===== src/rtl/y86_pkg.sv =====
// Shared Y86-64 definitions: status codes, icodes, register-ID constants and
// default widths used by the write-back stage and register file.
package y86_pkg;

    localparam int DATA_W_DEF = 64;
    localparam int RID_W_DEF  = 4;

    // Pipeline status codes
    typedef enum logic [1:0] {
        SAOK = 2'd0,
        SHLT = 2'd1,
        SADR = 2'd2,
        SINS = 2'd3
    } stat_e;

    // Instruction codes
    localparam logic [3:0] IHALT   = 4'h0;
    localparam logic [3:0] INOP    = 4'h1;
    localparam logic [3:0] IRRMOVQ = 4'h2;
    localparam logic [3:0] IIRMOVQ = 4'h3;
    localparam logic [3:0] IRMMOVQ = 4'h4;
    localparam logic [3:0] IMRMOVQ = 4'h5;
    localparam logic [3:0] IOPQ    = 4'h6;
    localparam logic [3:0] IJXX    = 4'h7;
    localparam logic [3:0] ICALL   = 4'h8;
    localparam logic [3:0] IRET    = 4'h9;
    localparam logic [3:0] IPUSHQ  = 4'hA;
    localparam logic [3:0] IPOPQ   = 4'hB;

    // "No register" ID for the default register-ID width
    localparam logic [RID_W_DEF-1:0] RNONE = '1;

    // Write-back control states
    typedef enum logic {
        RUN  = 1'b0,
        HALT = 1'b1
    } wb_state_e;

endpackage


===== src/rtl/wb_rf.sv =====
// Architectural register file: NREG x DATA_W storage, two write ports
// (M port beats E port on a shared address), two combinational read ports
// with optional write-first bypass. Out-of-range IDs are ignored on write
// and read as zero.
module wb_rf
    import y86_pkg::*;
#(
    parameter int DATA_W = DATA_W_DEF,
    parameter int RID_W  = RID_W_DEF,
    parameter int NREG   = 15,
    parameter int BYPASS = 1
) (
    input  logic              clk,
    input  logic              rst_n,
    input  logic              we_e_i,
    input  logic [RID_W-1:0]  e_addr_i,
    input  logic [DATA_W-1:0] e_data_i,
    input  logic              we_m_i,
    input  logic [RID_W-1:0]  m_addr_i,
    input  logic [DATA_W-1:0] m_data_i,
    input  logic [RID_W-1:0]  a_addr_i,
    input  logic [RID_W-1:0]  b_addr_i,
    output logic [DATA_W-1:0] a_data_o,
    output logic [DATA_W-1:0] b_data_o
);

    localparam logic [RID_W:0] NREG_W = (RID_W + 1)'(NREG);

    logic [DATA_W-1:0] regs_q [NREG];
    logic              e_hit;
    logic              m_hit;

    // A write port is live only when enabled and addressing a real register
    always_comb begin
        e_hit = we_e_i && ({1'b0, e_addr_i} < NREG_W);
        m_hit = we_m_i && ({1'b0, m_addr_i} < NREG_W);
    end

    // Register storage; M port has priority over E port on the same ID
    always_ff @(posedge clk) begin
        if (!rst_n) begin
            for (int unsigned i = 0; i < NREG; i++) begin
                regs_q[i] <= '0;
            end
        end else begin
            for (int unsigned i = 0; i < NREG; i++) begin
                if (m_hit && (m_addr_i == RID_W'(i))) begin
                    regs_q[i] <= m_data_i;
                end else if (e_hit && (e_addr_i == RID_W'(i))) begin
                    regs_q[i] <= e_data_i;
                end
            end
        end
    end

    // Read ports with optional same-cycle bypass (valM over valE)
    always_comb begin
        a_data_o = '0;
        b_data_o = '0;
        for (int unsigned i = 0; i < NREG; i++) begin
            if (a_addr_i == RID_W'(i)) a_data_o = regs_q[i];
            if (b_addr_i == RID_W'(i)) b_data_o = regs_q[i];
        end
        if (BYPASS != 0) begin
            if (e_hit && (a_addr_i == e_addr_i)) a_data_o = e_data_i;
            if (m_hit && (a_addr_i == m_addr_i)) a_data_o = m_data_i;
            if (e_hit && (b_addr_i == e_addr_i)) b_data_o = e_data_i;
            if (m_hit && (b_addr_i == m_addr_i)) b_data_o = m_data_i;
        end
    end

endmodule


===== src/rtl/wb_regfile_ctrl.sv =====
// Y86-64 write-back stage: W pipeline register, register file, retire counter
// and a RUN/HALT machine that freezes architectural state on a non-AOK status.
module wb_regfile_ctrl
    import y86_pkg::*;
#(
    parameter int DATA_W = DATA_W_DEF,
    parameter int RID_W  = RID_W_DEF,
    parameter int NREG   = 15,
    parameter int CNT_W  = 32,
    parameter int BYPASS = 1
) (
    input  logic              clk,
    input  logic              rst_n,
    input  logic              W_stall,
    input  logic              W_bubble,
    input  logic [1:0]        m_stat,
    input  logic [3:0]        M_icode,
    input  logic [DATA_W-1:0] M_valE,
    input  logic [DATA_W-1:0] m_valM,
    input  logic [RID_W-1:0]  M_dstE,
    input  logic [RID_W-1:0]  M_dstM,
    input  logic [RID_W-1:0]  d_srcA,
    input  logic [RID_W-1:0]  d_srcB,
    output logic [1:0]        W_stat,
    output logic [3:0]        W_icode,
    output logic [DATA_W-1:0] W_valE,
    output logic [DATA_W-1:0] W_valM,
    output logic [RID_W-1:0]  W_dstE,
    output logic [RID_W-1:0]  W_dstM,
    output logic              W_valid,
    output logic [DATA_W-1:0] rf_valA,
    output logic [DATA_W-1:0] rf_valB,
    output logic              halted,
    output logic [1:0]        stat_out,
    output logic [CNT_W-1:0]  retired
);

    wb_state_e         state_q;
    logic [1:0]        stat_q;
    logic [3:0]        icode_q;
    logic [DATA_W-1:0] valE_q;
    logic [DATA_W-1:0] valM_q;
    logic [RID_W-1:0]  dstE_q;
    logic [RID_W-1:0]  dstM_q;
    logic              valid_q;
    logic              halted_q;
    logic [1:0]        stat_out_q;
    logic [CNT_W-1:0]  retired_q;
    logic [CNT_W-1:0]  retired_d;
    logic              commit;
    logic              halt_now;

    // Commit/halt qualification and saturating retire count
    always_comb begin
        commit    = (state_q == RUN) && valid_q && (stat_q == SAOK);
        halt_now  = (state_q == RUN) && valid_q && (stat_q != SAOK);
        retired_d = retired_q;
        if (commit && !W_stall && (retired_q != '1)) begin
            retired_d = retired_q + CNT_W'(1);
        end
    end

    // RUN/HALT machine with W register and registered status outputs
    always_ff @(posedge clk) begin
        if (!rst_n) begin
            state_q    <= RUN;
            stat_q     <= SAOK;
            icode_q    <= INOP;
            valE_q     <= '0;
            valM_q     <= '0;
            dstE_q     <= '1;
            dstM_q     <= '1;
            valid_q    <= 1'b0;
            halted_q   <= 1'b0;
            stat_out_q <= SAOK;
            retired_q  <= '0;
        end else begin
            case (state_q)
                RUN: begin
                    if (halt_now) begin
                        // W keeps the faulting instruction for inspection
                        state_q    <= HALT;
                        halted_q   <= 1'b1;
                        stat_out_q <= stat_q;
                    end else begin
                        retired_q <= retired_d;
                        if (W_bubble) begin
                            stat_q  <= SAOK;
                            icode_q <= INOP;
                            valE_q  <= '0;
                            valM_q  <= '0;
                            dstE_q  <= '1;
                            dstM_q  <= '1;
                            valid_q <= 1'b0;
                        end else if (!W_stall) begin
                            stat_q  <= m_stat;
                            icode_q <= M_icode;
                            valE_q  <= M_valE;
                            valM_q  <= m_valM;
                            dstE_q  <= M_dstE;
                            dstM_q  <= M_dstM;
                            valid_q <= 1'b1;
                        end
                    end
                end
                default: ; // HALT: everything frozen until reset
            endcase
        end
    end

    wb_rf #(
        .DATA_W (DATA_W),
        .RID_W  (RID_W),
        .NREG   (NREG),
        .BYPASS (BYPASS)
    ) u_rf (
        .clk      (clk),
        .rst_n    (rst_n),
        .we_e_i   (commit),
        .e_addr_i (dstE_q),
        .e_data_i (valE_q),
        .we_m_i   (commit),
        .m_addr_i (dstM_q),
        .m_data_i (valM_q),
        .a_addr_i (d_srcA),
        .b_addr_i (d_srcB),
        .a_data_o (rf_valA),
        .b_data_o (rf_valB)
    );

    assign W_stat   = stat_q;
    assign W_icode  = icode_q;
    assign W_valE   = valE_q;
    assign W_valM   = valM_q;
    assign W_dstE   = dstE_q;
    assign W_dstM   = dstM_q;
    assign W_valid  = valid_q;
    assign halted   = halted_q;
    assign stat_out = stat_out_q;
    assign retired  = retired_q;

endmodule

===== config.mk =====
export PLATFORM = sky130hd
export DESIGN_NAME = wb_regfile_ctrl
export DESIGN_NICKNAME = d
export VERILOG_FILES = /design/src/rtl/y86_pkg.sv /design/src/rtl/wb_rf.sv /design/src/rtl/wb_regfile_ctrl.sv
export SDC_FILE = /design/constraint.sdc
export NUM_CORES = 2
export LEC_CHECK = 0
export ABC_AREA = 1
export CORE_MARGIN = 5
export CORE_UTILIZATION = 55
export DETAILED_ROUTE_END_ITERATION = 7
export DONT_BUFFER_PORTS = 1
export GPL_ROUTABILITY_DRIVEN = 0
export MAX_ROUTING_LAYER = met4
export PLACE_DENSITY = 0.7
export SYNTH_ARGS = -nofsm -noshare
export SYNTH_HDL_FRONTEND = slang
export SYNTH_SLANG_ARGS = --single-unit

===== constraint.sdc =====
create_clock -name clk -period 5.2 [get_ports clk]
set_input_delay 0 -clock clk [delete_from_list [all_inputs] [get_ports clk]]
set_output_delay 0 -clock clk [all_outputs]
set_load 0.005 [all_outputs]

======== Word level (Yosys, flattened, before mapping) ========
Memory sizes are Yosys's and may differ from the RTL's.
Index checks and enable logic that the tools add are counted.
word-level totals
  RAM bits ................................ 960
  latch bits .............................. 0
  bits in registers ....................... 179
  bits in read-only memories .............. 0
  memories ................................ 1
  input port bits ......................... 154
memories
  memory       words  bits a word  rd ports  clocked after Yosys merged registers in  write ports  RTL line     source
  u_rf.regs_q  15     64           15        0                                        15           wb_rf.sv:29  logic [DATA_W-1:0] regs_q [NREG];
cells by class
  add/subtract/negate cells ............... 1
  shift-type cells ........................ 0
  reduce and logical (&&, ||, !) cells .... 51
  mux-type cells .......................... 186
  $mul .................................... 0
  order comparisons ....................... 2
  eq/ne operators ......................... 62
  divide/modulo/power cells ............... 0
  bitwise gates (word level) .............. 32
operators by type and width
  operator               number
  $mux 64                68
  $eq 4x4->1 const B     28
  $mux 1                 110
  $eq 4x3->1 const B     16
  $logic_and 1x1->1      41
  $add 32x1->32 const B  1
  $eq 4x2->1 const B     8
  $ne 32x32->1 const B   1
  $or 1x1->1             30
  $mux 4                 6
  $eq 4x1->1 const B     4
  $eq 4x4->1             4
  $logic_not 4->1        4
  $lt 4x4->1 const B     2
  $reduce_and 3->1       2
  $mux 2                 2
  $logic_not 2->1        1
  $ne 2x1->1 const B     1
  $not 1->1              2
  $reduce_and 2->1       1
  $reduce_bool 2->1      1
  $logic_not 1->1        1

======== Depth between registers and ports, before layout ========
  word-level depth ........................ 18
  mapped depth ............................ 17

======== Hierarchy ========
From an unflattened synthesis, not the netlist that was laid out.
unflattened totals
  cells, all modules ...................... 8590
  area total of the unflattened synthesis .. 65517.8 um2
modules (own cells, without submodules)
  module           cells an instance  times used  area an instance (um2)  seq. area each (um2)
  wb_rf            7581               1           58324.7                 28827.6
  wb_regfile_ctrl  1009               1           7193.1                  3583.4

======== Worst setup path before layout ========
No wires, ideal clock.
  kind .................................... reg2reg
  from .................................... register dstE_q[0], in the netlist W_dstE[0]
  to ...................................... memory u_rf.regs_q[0][448] in the netlist's numbering, enable pin
  slack ................................... 751 ps
  stages on the path, launching flop included .. 7
  arrival ................................. 3946 ps
  period minus slack after synthesis ...... 4449 ps
  buffers on the path ..................... 1
  cell sequence ........................... dfxtp_1 -> buf_2 -> nand2_1 -> inv_1 -> a21oi_2 -> nand2_1 -> o211ai_1
RTL lines
  item                      RTL line                source
  start: declaration        wb_regfile_ctrl.sv:43   logic [RID_W-1:0] dstE_q;
  start signal: assignment  wb_regfile_ctrl.sv:100  dstE_q <= M_dstE;
  end: declaration          wb_rf.sv:29

======== Final worst setup path ========
  from .................................... register valid_q, in the netlist W_valid
  to ...................................... output rf_valA[18]
on the way
  cells in the longest elaborated chain, start to end .. 6
ends and longest elaborated chain
  item                              RTL line                source
  start: declaration                wb_regfile_ctrl.sv:45   logic valid_q;
  start signal: assignment          wb_regfile_ctrl.sv:73   valid_q <= 1'b0;
  start signal: assignment          wb_regfile_ctrl.sv:94   valid_q <= 1'b0;
  start signal: assignment          wb_regfile_ctrl.sv:102  valid_q <= 1'b1;
  $logic_and 1x1->1 * (2 in a row)  wb_regfile_ctrl.sv:55   commit = (state_q == RUN) && valid_q && (stat_q == SAOK);
  $logic_and 1x1->1                 wb_rf.sv:35             e_hit = we_e_i && ({1'b0, e_addr_i} < NREG_W);
  $logic_and 1x1->1                 wb_rf.sv:65             if (e_hit && (a_addr_i == e_addr_i)) a_data_o = e_data_i;
  $mux 64                           wb_rf.sv:65
  $mux 64 *                         wb_rf.sv:66             if (m_hit && (a_addr_i == m_addr_i)) a_data_o = m_data_i;
  end: declaration                  wb_regfile_ctrl.sv:31   output logic [DATA_W-1:0] rf_valA,
Every way passes the cells marked *; elsewhere a longest branch is shown, timed or not.

==> results.yml <==
status:
  result_of_the_run: "complete, but fails checks"
  failed_checks: "capacitance limit, slew limit"
cts:
  count_of_cells_resized_by_post_cts_repair: 0
  insertion_delay_ns: 0.80
  ctsHtreeMaxLevel: 4
  cts-hold-fix-buffers: 423
  cts_setup_buffers: 0
  cts_buffer_depth: 3
  cts_root_buffer: "sky130_fd_sc_hd__clkbuf_16"
  tritoncts: "done"
  numClockSinks: 1139
  number_of_buffers_added_by_the_clock_tree_synthesis_step: 131
  clkSlewWorstSetupHoldPaths_ns: 0.06
place:
  placement.io_buffers: 0
  hpwl_um: 159000
  place.detailed.instances: 9371
  placement.setup.worst_slack_ns: 1.52
synthesis:
  synth.cells.most_frequent: "sky130_fd_sc_hd__nand2_1, sky130_fd_sc_hd__edfxtp_1, sky130_fd_sc_hd__o21ai_0"
  synth_sequential_area_ratio_pct: 50.0
  yosysUniqueCellTypes: 39
  synth_cells: 8424
  synthMostInstantiatedCell: "sky130_fd_sc_hd__nand2_1"
  count_of_flip_flops_with_a_built_in_enable_after_synthesis: 960
  syn-mean-instance-area_um2: 7.70
  synthArstFlopShare_pct: 0
  cell_types_occupying_the_most_area_after_synthesis: "sky130_fd_sc_hd__edfxtp_1, sky130_fd_sc_hd__nand2_1, sky130_fd_sc_hd__o21ai_0, sky130_fd_sc_hd__dfxtp_1, sky130_fd_sc_hd__nor2_1"
  synth.largest_area_cell: "sky130_fd_sc_hd__edfxtp_1"
  area_share_of_the_largest_cell_type_after_synthesis_pct: 44.5
  synthesis.nets: 8579
  synth.cell_area_um2: 64800
  synth.yosys.warnings: 0
  ys_seq_elements: 1139
  ys_dominant_reg_cell: "sky130_fd_sc_hd__edfxtp_1"
power:
  p_per_area_nw_per_um2: 303
  max-vdd-ir-drop_mv: 0.373
  p_leak_uw: 0.0278
die:
  design.portCount: 460
  area_of_the_core_um2: 118000
  floorplan.die_area_um2: 125000
  num_rows: 126
  die_h_um: 353
  die-width_um: 353
  start_util_pct: 55.1
worst_setup_path:
  cp_cell_sequence: "nand2_1 > inv_2 > nand2_2 > a21oi_2 > nand3_4 > inv_4 > a21oi_1 > nand2_1 > nand2_1"
  critical-path-slowest-cell: "sky130_fd_sc_hd__inv_4"
  setup.worst_path.start_class: "flop"
  setup.worst_path.end_class: "output pin"
  required_ns: 5.20
  cp_max_fo: 64
  timing.critical_path.mode_cell: "sky130_fd_sc_hd__nand2_1"
  worst-setup-path-type: "flop to output pin"
  critical-path-max-stage-delay_ns: 1.04
  crit_arrival_ns: 4.07
global_routing:
  vias_in_the_first_global_route: 63700
  grt_overflow_total: 0
  grt_antenna_before_repair: 7
  groute.usage.overall_pct: 43.2
  global_route_wire_length_before_repair_um: 398000
  grt_start_max_net_pins: 340
timing:
  rsz0062_at_grt: "false"
  final-setup-viol-count: 0
  timing.clock.skew_ns: 0.0278
  postLayoutSetupSlackWorst_ns: 1.13
  fin_setup_tns_ns: 0
  hold_viol: 0
  max_slew.worst_pin.slew_ns: 1.56
  max_freq_mhz: 246
  post-route-min-period_ns: 4.07
  timing_max_transition_violations_final: 33
  post-route-period-util_pct: 78.2
  timing.max_slew.rel_slack_pct: -4.08
layout:
  util_after_layout_pct: 62.9
  final_net_count: 8548
  post_route_cells_drive_above_1_share_pct: 5.14
  area_growth_syn_to_layout_pct: 14.1
  fin_cells: 10100
run:
  drv.max_cap_violation_count: 1
route:
  detailedRoute.firstPassIterationCount: 8
  detailroute.via_count: 66900
  route.detailed.vias_per_inst: 6.65
  route.detailed.wl_per_inst_um: 27.2
  initialDrtViolationCount: 10900
  routed_wirelength_um: 274000
  drc: 0
  final_antenna_net_count: 0
hold_path:
  min_path_type: "input port to flop"
[final timing paths]
path,to,from,cells after the start,slack [ns]
max reg2reg,W_valM[34],W_stat[0],12,1.24
max,rf_valA[18],W_valid,9,1.13
min reg2reg,halted,halted,2,0.52
min,W_dstM[0],W_bubble,3,0.05
[layout by cell type (no fill, tap or decap), drive strengths merged, types with 64 or more instances in the layout]
cell type and count:
a21oi 402, a221oi 64, buf 121, clkbuf 169, dfxtp 179, dlygate4sd3 423
edfxtp 960, inv 735, nand2 2352, nand3 576, nand4 360, nor2 807
o21ai 904, o22ai 278
[flip-flops by register name, summed over array words and instances, names as in the netlist]
signal,flops
W_dstE,4
W_dstM,4
W_icode,4
W_stat,2
W_valE,64
W_valM,64
W_valid,1
halted,1
retired,32
stat_out,2
state_q,1
u_rf.regs_q,960
[layer usage]
metal / share of wire [%] / track usage [%]
met5: 0 / -
met4: 7.0 / 25.7
met3: 16 / 13.0
met2: 44 / 65.0
met1: 34 / 51.5
[worst max-delay path: cells and delay by family, from the launching register on]
| kind | cells | cell delay (ns) |
|---|---|---|
| simple gates | 5 | 1.12 |
| buf+inv | 2 | 1.12 |
| compound gates | 2 | 0.51 |
| flops | 1 | 0.40 |
[per-stage QoR]
step	hold slack [ns]	power, uW	cell area (um^2)
3_5_place_dp	0.146	12700	65300
6_report	0.0513	22400	73900
4_1_cts	0.00447	22200	73900
5_1_grt	0.0279	22900	73900
3_3_place_gp	0.138	12600	65300
2_1_floorplan	0.135	11900	64800
[kinds of logic (layout without fill, tap and decap cells)]
kind of cell	after synthesis	count (layout)	synth area share, %
AND/OR/NAND/NOR	4149	4149	26.9
AO/OA/AOI/OAI	1661	1661	13.8
buffers and inverters	1442	1519	8.81
flip-flops	1139	1139	50.0
XOR/XNOR	32	32	0.432
adder cells (fa/ha/maj)	1	1	0.0193
other	0	13	0
[power by group]
group,internal [uW],total [uW],leakage [uW],switching (uW)
clock network,5490,9510,0.00210,4010
logic,622,2240,0.0143,1620
registers,10300,10700,0.0114,367
[final cells by class]
class | instances | area [um^2]
antenna | 13 | 32.5
clock buffer | 169 | 3600
clock inverter | 72 | 703
fill | 9802 | 43700
inverter | 734 | 2780
multi-input combinational | 5843 | 27200
sequential | 1139 | 32400
tap | 1536 | 1920
timing repair buffer | 544 | 5260
Power figures use the tool's default switching activity.
